**src/rtl/pdp_mem_arbiter.sv**
```systemverilog
// pdp_mem_arbiter: single-port PDP-11 memory arbiter, EX priority with IF anti-starvation.
// Optional macro PDP_ODD_ADDR_TRAP_EN adds odd_trap for odd-address accesses.
module pdp_mem_arbiter #(
  parameter int ADDR_W     = 16,
  parameter int DATA_W     = 16,
  parameter int MEM_LAT    = 2,
  parameter int STARVE_MAX = 4
) (
  input  logic              clock,
  input  logic              reset_n,
  input  logic              if_req,
  input  logic [ADDR_W-1:0] if_addr,
  output logic              if_gnt,
  output logic              if_rvalid,
  output logic [DATA_W-1:0] if_rdata,
  input  logic              ex_req,
  input  logic              ex_we,
  input  logic [ADDR_W-1:0] ex_addr,
  input  logic [DATA_W-1:0] ex_wdata,
  output logic              ex_gnt,
  output logic              ex_rvalid,
  output logic [DATA_W-1:0] ex_rdata,
  output logic              mem_en,
  output logic              mem_we,
  output logic [ADDR_W-1:0] mem_addr,
  output logic [DATA_W-1:0] mem_wdata,
  input  logic [DATA_W-1:0] mem_rdata,
  output logic              busy
`ifdef PDP_ODD_ADDR_TRAP_EN
  ,
  output logic              odd_trap
`endif
);

  typedef enum logic [1:0] {
    S_IDLE,
    S_ACCESS,
    S_WAIT,
    S_RESP
  } state_t;

  localparam logic [3:0] SMAX  = 4'(STARVE_MAX);
  localparam logic [2:0] WLOAD =
    (MEM_LAT > 1) ? 3'(MEM_LAT - 2) : 3'd0;

  state_t state, state_nx;
  logic [2:0] wcnt, wcnt_nx;
  logic [3:0] starve, starve_nx;

  logic              own_ex;
  logic              we_q;
  logic              trap_q;
  logic [ADDR_W-1:0] addr_q;
  logic [DATA_W-1:0] wdata_q;
  logic [DATA_W-1:0] if_rdata_q;
  logic [DATA_W-1:0] ex_rdata_q;
  logic [DATA_W-1:0] resp_data;

  logic              arb;
  logic              take;
  logic              pick_ex;
  logic              odd_sel;
  logic [ADDR_W-1:0] sel_addr;
  logic              acc;
  logic              rsp;

  assign arb      = (state == S_IDLE) || (state == S_RESP);
  assign take     = arb && (if_req || ex_req);
  assign pick_ex  = ex_req && !(if_req && (starve == SMAX));
  assign sel_addr = pick_ex ? ex_addr : if_addr;

`ifdef PDP_ODD_ADDR_TRAP_EN
  assign odd_sel = sel_addr[0];
`else
  logic unused_bit0;
  assign odd_sel     = 1'b0;
  assign unused_bit0 = sel_addr[0];
`endif

  always_ff @(posedge clock or negedge reset_n) begin
    if (!reset_n) begin
      state  <= S_IDLE;
      wcnt   <= '0;
      starve <= '0;
    end else begin
      state  <= state_nx;
      wcnt   <= wcnt_nx;
      starve <= starve_nx;
    end
  end

  always_comb begin
    state_nx  = state;
    wcnt_nx   = wcnt;
    starve_nx = starve;
    unique case (state)
      S_IDLE, S_RESP: begin
        state_nx = take ? S_ACCESS : S_IDLE;
      end
      S_ACCESS: begin
        if (trap_q || (MEM_LAT == 1)) begin
          state_nx = S_RESP;
        end else begin
          state_nx = S_WAIT;
          wcnt_nx  = WLOAD;
        end
      end
      S_WAIT: begin
        if (wcnt == '0) state_nx = S_RESP;
        else wcnt_nx = wcnt - 3'd1;
      end
    endcase
    // EX beating a waiting IF ages IF; any IF grant forgives it
    if (take) begin
      if (!pick_ex) starve_nx = '0;
      else if (if_req && (starve != SMAX)) starve_nx = starve + 4'd1;
    end
  end

  always_ff @(posedge clock or negedge reset_n) begin
    if (!reset_n) begin
      own_ex  <= 1'b0;
      we_q    <= 1'b0;
      trap_q  <= 1'b0;
      addr_q  <= '0;
      wdata_q <= '0;
    end else if (take) begin
      own_ex  <= pick_ex;
      we_q    <= pick_ex && ex_we;
      trap_q  <= odd_sel;
      addr_q  <= {sel_addr[ADDR_W-1:1], 1'b0};
      wdata_q <= pick_ex ? ex_wdata : '0;
    end
  end

  always_ff @(posedge clock or negedge reset_n) begin
    if (!reset_n) begin
      if_rdata_q <= '0;
      ex_rdata_q <= '0;
    end else if (rsp) begin
      if (own_ex) ex_rdata_q <= resp_data;
      else if_rdata_q <= resp_data;
    end
  end

  assign acc       = (state == S_ACCESS);
  assign rsp       = (state == S_RESP);
  assign resp_data = (we_q || trap_q) ? '0 : mem_rdata;

  assign if_gnt    = acc && !own_ex;
  assign ex_gnt    = acc && own_ex;
  assign mem_en    = acc && !trap_q;
  assign mem_we    = mem_en && we_q;
  assign mem_addr  = mem_en ? addr_q : '0;
  assign mem_wdata = mem_we ? wdata_q : '0;

  assign if_rvalid = rsp && !own_ex;
  assign ex_rvalid = rsp && own_ex;
  assign if_rdata  = if_rvalid ? resp_data : if_rdata_q;
  assign ex_rdata  = ex_rvalid ? resp_data : ex_rdata_q;
  assign busy      = (state != S_IDLE);

`ifdef PDP_ODD_ADDR_TRAP_EN
  assign odd_trap  = rsp && trap_q;
`endif

endmodule

```
**config.mk**
```make
export PLATFORM = sky130hd
export DESIGN_NAME = pdp_mem_arbiter
export DESIGN_NICKNAME = d
export VERILOG_FILES = /design/src/rtl/pdp_mem_arbiter.sv
export SDC_FILE = /design/constraint.sdc
export NUM_CORES = 1
export LEC_CHECK = 0
export CAP_MARGIN = 20
export CELL_PAD_IN_SITES_DETAIL_PLACEMENT = 1
export CELL_PAD_IN_SITES_GLOBAL_PLACEMENT = 1
export CORE_ASPECT_RATIO = 0.8
export CORE_MARGIN = 2
export CORE_UTILIZATION = 29
export DETAILED_ROUTE_END_ITERATION = 7
export PLACE_DENSITY_LB_ADDON = 0.1
export SYNTH_ARGS = -nofsm -noshare
export SYNTH_HDL_FRONTEND = slang
export SYNTH_SLANG_ARGS = --single-unit
export TNS_END_PERCENT = 30
```
**constraint.sdc**
```tcl
create_clock -name clock -period 1.7 [get_ports clock]
set_input_delay 0.17 -clock clock [delete_from_list [all_inputs] [get_ports clock]]
set_output_delay 0.17 -clock clock [all_outputs]
set_load 0.1 [all_outputs]
```
==> impl_metrics.yaml, run 1 <==
logic_synthesis:
  async_flop_share_pct: 100.0
  synth.avg_cell_area_um2: 9.934
  synth_flop_cell: "dfrtp_1"
  synth_warnings: 0
  synth_edf_count: 0
  synth_nets: 425
  yosys.cell_types.count: 33
  synth.yosys.seq_area_share_pct: 53.56
  netlist_area_mm2: 0.003457
  ys_ff_latch: 74
  synthCells: 348
timing:
  holdWs_ps: 336.0
  period_needed_ps: 1814
  finalMaxSlewViolations: 0
  hold_viol: 0
  rsz0062_at_grt: "true"
  max_freq_mhz: 551.3
  tns_ps: -5548
  period_share_pct: 106.7
  setup_violations: 69
  finalWorstSetupSlack_ps: -113.9
  fin_worst_skew_ps: 9.377
clock_tree:
  clk_latency_ps: 330
  cts_max_level: 3
  clk_path_buf_depth: 2
  tritoncts: "yes"
  root_buffer: "clkbuf_16"
  clkSlewWorstSetupHoldPaths_ps: 60
  cts_buffers: 9
  cts.sinks: 74
drt:
  drcViolationCount: 0
  route.final.wire_length_mm: 11.83
  final_antenna_net_count: 0
  drt_iter0_markers: 59
  first_pass_iters: 4
  vias: 3170
  vias_per_cell: 4.862
  routedWlPerCell_um: 18.14
grt:
  grt_remaining_overflow: 0
  antenna_found_initial: 0
  grt_pass1_wl_mm: 18.98
  grt_max_degree: 35
  grt_pass1_vias: 3587
  grtUsageTotal_pct: 18.83
die:
  io-pin-count: 140
  die_h_um: 101.7
  initial_core_util_pct: 29.90
  die-area_mm2: 0.01282
  core_area_mm2: 0.01156
  dieWidth_um: 126.1
  num_rows: 35
critical_path:
  endpoint_kind: "output port"
  critPathArrivalTime_ps: 1640
  worstPathMaxFanout: 8
  start_kind: "register"
  r2r_slack_ps: 0
  critPathKind: "reg2out"
  required_ps: 1530
cells_and_area:
  diodes: 0
  multi_input_area_mm2: 0.001908
  fill_cells: 1148
  drive_above_1_share_pct: 42.66
  finish.net_count: 576
  seq_area_mm2: 0.001853
  syn_to_final_growth_pct: 95.91
status:
  violations: "setup timing"
  status: "complete, but fails checks"
placed_design:
  dpl.hpwl_mm: 8.083
  place_congestion: 0.7489
  portBuffers: 136
run:
  max_cap_violations: 0
min_path:
  hold_class: "in2async"
==> path summary, 6_finish.rpt <==
check,from,end,depth (start not counted)
setup / recovery,state[1],if_rdata[6],5
setup reg to reg,state[1],wdata_q[15],5
hold reg to reg,addr_q[3],addr_q[3],2
max in group asynchronous,reset_n,own_ex,3
min in group clock,if_addr[11],addr_q[11],3
hold / removal,reset_n,ex_rdata_q[0],2
==> flip-flops by register name (all words and copies together), names as in the netlist <==
| signal | cells |
|---|---|
| addr_q | 15 |
| ex_rdata_q | 16 |
| if_rdata_q | 16 |
| own_ex | 1 |
| starve | 4 |
| state | 2 |
| wcnt | 3 |
| wdata_q | 16 |
| we_q | 1 |
==> through the flow <==
step / worst slack, ps / cells / area (µm²) / util [%]
floorplan: -92.36 / 348 / 3956 / -
global placement: -51.94 / 625 / 6272 / 54.25
detailed placement: -144.4 / 625 / 6272 / 54.25
CTS: -149.2 / 644 / 6644 / 57.47
global route: -191.4 / 652 / 6773 / 58.58
finish: -113.9 / 652 / 6773 / 58.58
==> cells in the final DEF (no fill, tap or decap), types with 2 or more instances in the layout <==
cell             count
a21o_1               2
a22o_1              17
and2_2              17
and3_2              16
buf_12              80
buf_4               17
clkbuf_16           11
clkbuf_8             3
clkdlybuf4s50_1     65
clkinv_2             2
clkinvlp_4           4
dfrtp_1             73
ha_1                 6
ha_4                 2
inv_1               11
nand2_1             56
nand2_2             11
nand2b_1            19
nand3_1              2
nand4_1             16
nor2_1               2
o211ai_1             5
o211ai_2            10
o21ai_0              3
o21ai_4             32
o22ai_1              2
o2bb2ai_1            2
==> layer usage <==
metal | GRT usage [%] | vias up | wire (µm)
li1 | - | 1497 | -
met1 | 22.30 | 1571 | 4986
met2 | 33.95 | 92 | 5994
met3 | 5.547 | 10 | 759
met4 | 4.649 | 0 | 86
met5 | 0 | - | 0
==> timing repair <==
action / 4_1_cts / 5_1_grt
hold buffers: 1 / 0
setup buffers: 1 / 6
gates resized for setup: 13 / 9
endpoints found under the setup margin: 86 / 99
gates cloned: 1 / 2
endpoints found under the hold margin: 32 / 0
==> cell families (layout without fill, tap and decap cells) <==
kind of cell / after synthesis / count (layout) / share of synthesized area (%)
other cells: 1 / 1 / 0.1085
simple gates: 146 / 146 / 21.50
compound gates: 78 / 78 / 16.47
buf+inv: 40 / 196 / 5.175
mux: 1 / 1 / 0.2896
fa+ha+maj: 8 / 8 / 2.896
flops: 74 / 74 / 53.57
==> synth_stat cells, types with 2 or more instances <==
cell,count,area [µm²]
inv_1,13,48.80
nand3_1,2,10.01
clkbuf_1,17,63.81
buf_2,5,25.02
a21o_1,2,15.01
nor2b_1,2,12.51
o211ai_2,10,125.1
o22ai_1,2,12.51
dfrtp_1,74,1852
buf_6,2,22.52
nand2_1,68,255.2
nand4_1,16,100.1
and3_1,16,100.1
o2bb2ai_1,2,17.52
and2_1,17,106.4
nor2_1,2,7.510
a22o_1,17,148.9
o211ai_1,5,37.54
nand2b_1,20,125.1
ha_1,8,100.1
buf_4,2,15.01
o21ai_0,35,175.2
==> final cells by class <==
| class | count | share of cell area (%) |
|---|---|---|
| Timing Repair Buffer | 167 | 36.60 |
| Multi-Input combinational cell | 234 | 28.17 |
| Sequential cell | 74 | 27.36 |
| Clock buffer | 12 | 3.935 |
| Tap cell | 148 | 2.734 |
| Inverter | 13 | 0.8313 |
| Clock inverter | 4 | 0.3695 |
==> worst max-delay path: stages, from the launching register on <==
cell and delay, ps:
dfrtp_1 410, ha_4 190, nand2b_4 120, clkbuf_16 210, o21ai_4 190, buf_12 190
Power of run 1 is not shown: default switching activity piles up to over one toggle a cycle in this logic, so the estimate is an artifact.
==> inputs of run 2 (changes only) <==
--- a/config.mk
+++ b/config.mk
@@ -11,5 +11,6 @@
 export CORE_ASPECT_RATIO = 0.8
 export CORE_MARGIN = 2
-export CORE_UTILIZATION = 29
+export CORE_UTILIZATION = 30
+export CTS_BUF_LIST = sky130_fd_sc_hd__clkbuf_4
 export DETAILED_ROUTE_END_ITERATION = 7
 export PLACE_DENSITY_LB_ADDON = 0.1
==> constraint.sdc (replaced) <==
create_clock -name clock -period 1.7 [get_ports clock]
set_input_delay 0.51 -clock clock [delete_from_list [all_inputs] [get_ports clock]]
set_output_delay 0.51 -clock clock [all_outputs]
set_load 0.1 [all_outputs]
==> run 2 against run 1 <==
The flow still finishes with violations (setup timing); routed wire length up 7.6%; utilization up 3.5 points; final cell count grew 5.1%; count of clock-buffer cells in the layout down 3; global-route usage rose by 1.9 points; die area down 3.2%; sequential share of layout area is 1.1 points lower; critical path type unchanged; largest cell class unchanged; highest routed layer unchanged.
==> impl_metrics.yaml, run 2 (synthesis results as in run 1) <==
status:
  status: "complete, but fails checks"
  violations: "setup timing"
cells_and_area:
  layout_common_cells: "buf_12, dfrtp_1, clkdlybuf4s50_1"
  layout.cells.non_filler: 685
  final_common_cell: "buf_12"
  seq_area_mm2: 0.001852
  drive_above_1_share_pct: 49.81
  multi_input_area_mm2: 0.002101
  fill_cells: 1144
  reg_top3: "ex_rdata_q: 16 flops, if_rdata_q: 16 flops, wdata_q: 16 flops"
  finish.net_count: 608
  finalInstanceArea_mm2: 0.007064
  syn_to_final_growth_pct: 104.3
critical_path:
  start_kind: "register"
  endpoint_kind: "output port"
  critPathKind: "reg2out"
  cpMostUsedCell: "buf_12"
  cp_top_family: "buffers and inverters"
  required_ps: 1190
  cp_cell_sequence: "buf_4, inv_4, ha_4, buf_12, and3_2, buf_12"
  worstPathMaxFanout: 18
  cpPeakStageDelay_ps: 440
  critPathBufInv: 4
  critPathArrivalTime_ps: 1800
  critPathSlowestCell: "dfrtp_1"
timing:
  setup_violations: 84
  period_needed_ps: 2313
  holdWs_ps: 484.2
  fin_worst_skew_ps: 13.45
  rsz0062_at_grt: "true"
  hold_viol: 0
  period_share_pct: 136.1
  max_freq_mhz: 432.3
  finalMaxSlewViolations: 0
  finalWorstSetupSlack_ps: -613.1
drt:
  route.final.wire_length_mm: 12.73
  vias: 3327
  drt_iter0_markers: 96
  routedWlPerCell_um: 18.58
  vias_per_cell: 4.857
  first_pass_iters: 4
  final_antenna_net_count: 0
  drcViolationCount: 0
die:
  initial_core_util_pct: 30.36
  num_rows: 35
  die-area_mm2: 0.01240
  io-pin-count: 140
  core_area_mm2: 0.01139
  dieWidth_um: 124.0
  die_h_um: 100.0
grt:
  grt_remaining_overflow: 0
  grt_max_degree: 38
  grt_pass1_vias: 3718
  grtUsageTotal_pct: 20.70
  antenna_found_initial: 0
  grt_pass1_wl_mm: 19.67
clock_tree:
  clk_path_buf_depth: 2
  root_buffer: "clkbuf_4"
  cts_max_level: 3
  cts.sinks: 74
  cts_buffers: 9
  clkSlewWorstSetupHoldPaths_ps: 130
  clk_latency_ps: 410
  tritoncts: "yes"
placed_design:
  place_congestion: 0.7700
  placed_cell_area_mm2: 0.006558
  dp.cells: 652
  dpl.hpwl_mm: 8.549
  preCtsSetupSlack_ps: -378.1
  portBuffers: 136
run:
  max_cap_violations: 0
min_path:
  hold_class: "in2async"
==> run 2: changes by cell type in the layout (fill, tap and decap cells not counted), sizes merged <==
| cell | change |
|---|---|
| clkinvlp | -2 |
| buf | +34 |
| clkbuf | -5 |
| clkinv | +5 |
| diode | +1 |
==> run 2: area by class of cell <==
cell class / count / area share (%)
repair buffers: 199 / 39.09
multi-input cells: 234 / 29.74
flip-flops and latches: 74 / 26.21
well taps: 148 / 2.621
clock buffers: 9 / 0.9564
inverters: 13 / 0.8324
clock inverters: 7 / 0.5136
diodes: 1 / 0.03542
==> run 2: final timing paths <==
path	cells after the start	end	startpoint	slack [ps]
max	6	mem_wdata[2]	state[1]	-610
min	2	wdata_q[0]	reset_n	480
max reg2reg	7	wdata_q[1]	state[1]	-20
min reg2reg	2	addr_q[1]	addr_q[1]	500
max in group asynchronous	3	addr_q[4]	reset_n	720
min in group clock	2	addr_q[1]	addr_q[1]	500
==> run 2: worst register-to-register path, stage by stage, from the launching register on <==
cell     delay (ps)
dfrtp_1         420
buf_4           160
inv_4            40
buf_4           130
ha_4            290
and3b_1         210
buf_12          160
a22o_1          200
==> run 2: metrics by stage <==
stage          utilization, %  setup TNS, ps
2_1_floorplan               -         -23070
3_3_place_gp            57.59         -18830
3_5_place_dp            57.59         -21430
4_1_cts                 61.51         -40700
5_1_grt                 62.02         -47800
6_report                62.04         -38820
==> run 2: what timing repair did <==
| item | 4_1_cts | 5_1_grt |
|---|---|---|
| pin swaps | 14 | 14 |
| buffers inserted | 12 | 3 |
| hold endpoints to repair | 13 | 0 |
| resized for setup | 57 | 16 |
| gates cloned | 1 | 0 |
| setup endpoints to repair | 106 | 108 |
| hold buffers | 1 | 0 |
==> run 2: routing by layer <==
| metal | routed length, µm | GRT usage (%) | up-vias |
|---|---|---|---|
| li1 | - | - | 1558 |
| met1 | 5215 | 24.23 | 1662 |
| met2 | 6519 | 37.02 | 94 |
| met3 | 837 | 6.989 | 13 |
| met4 | 155 | 4.062 | 0 |
| met5 | 0 | 0 | - |
Power of run 2 is left out for the same reason.
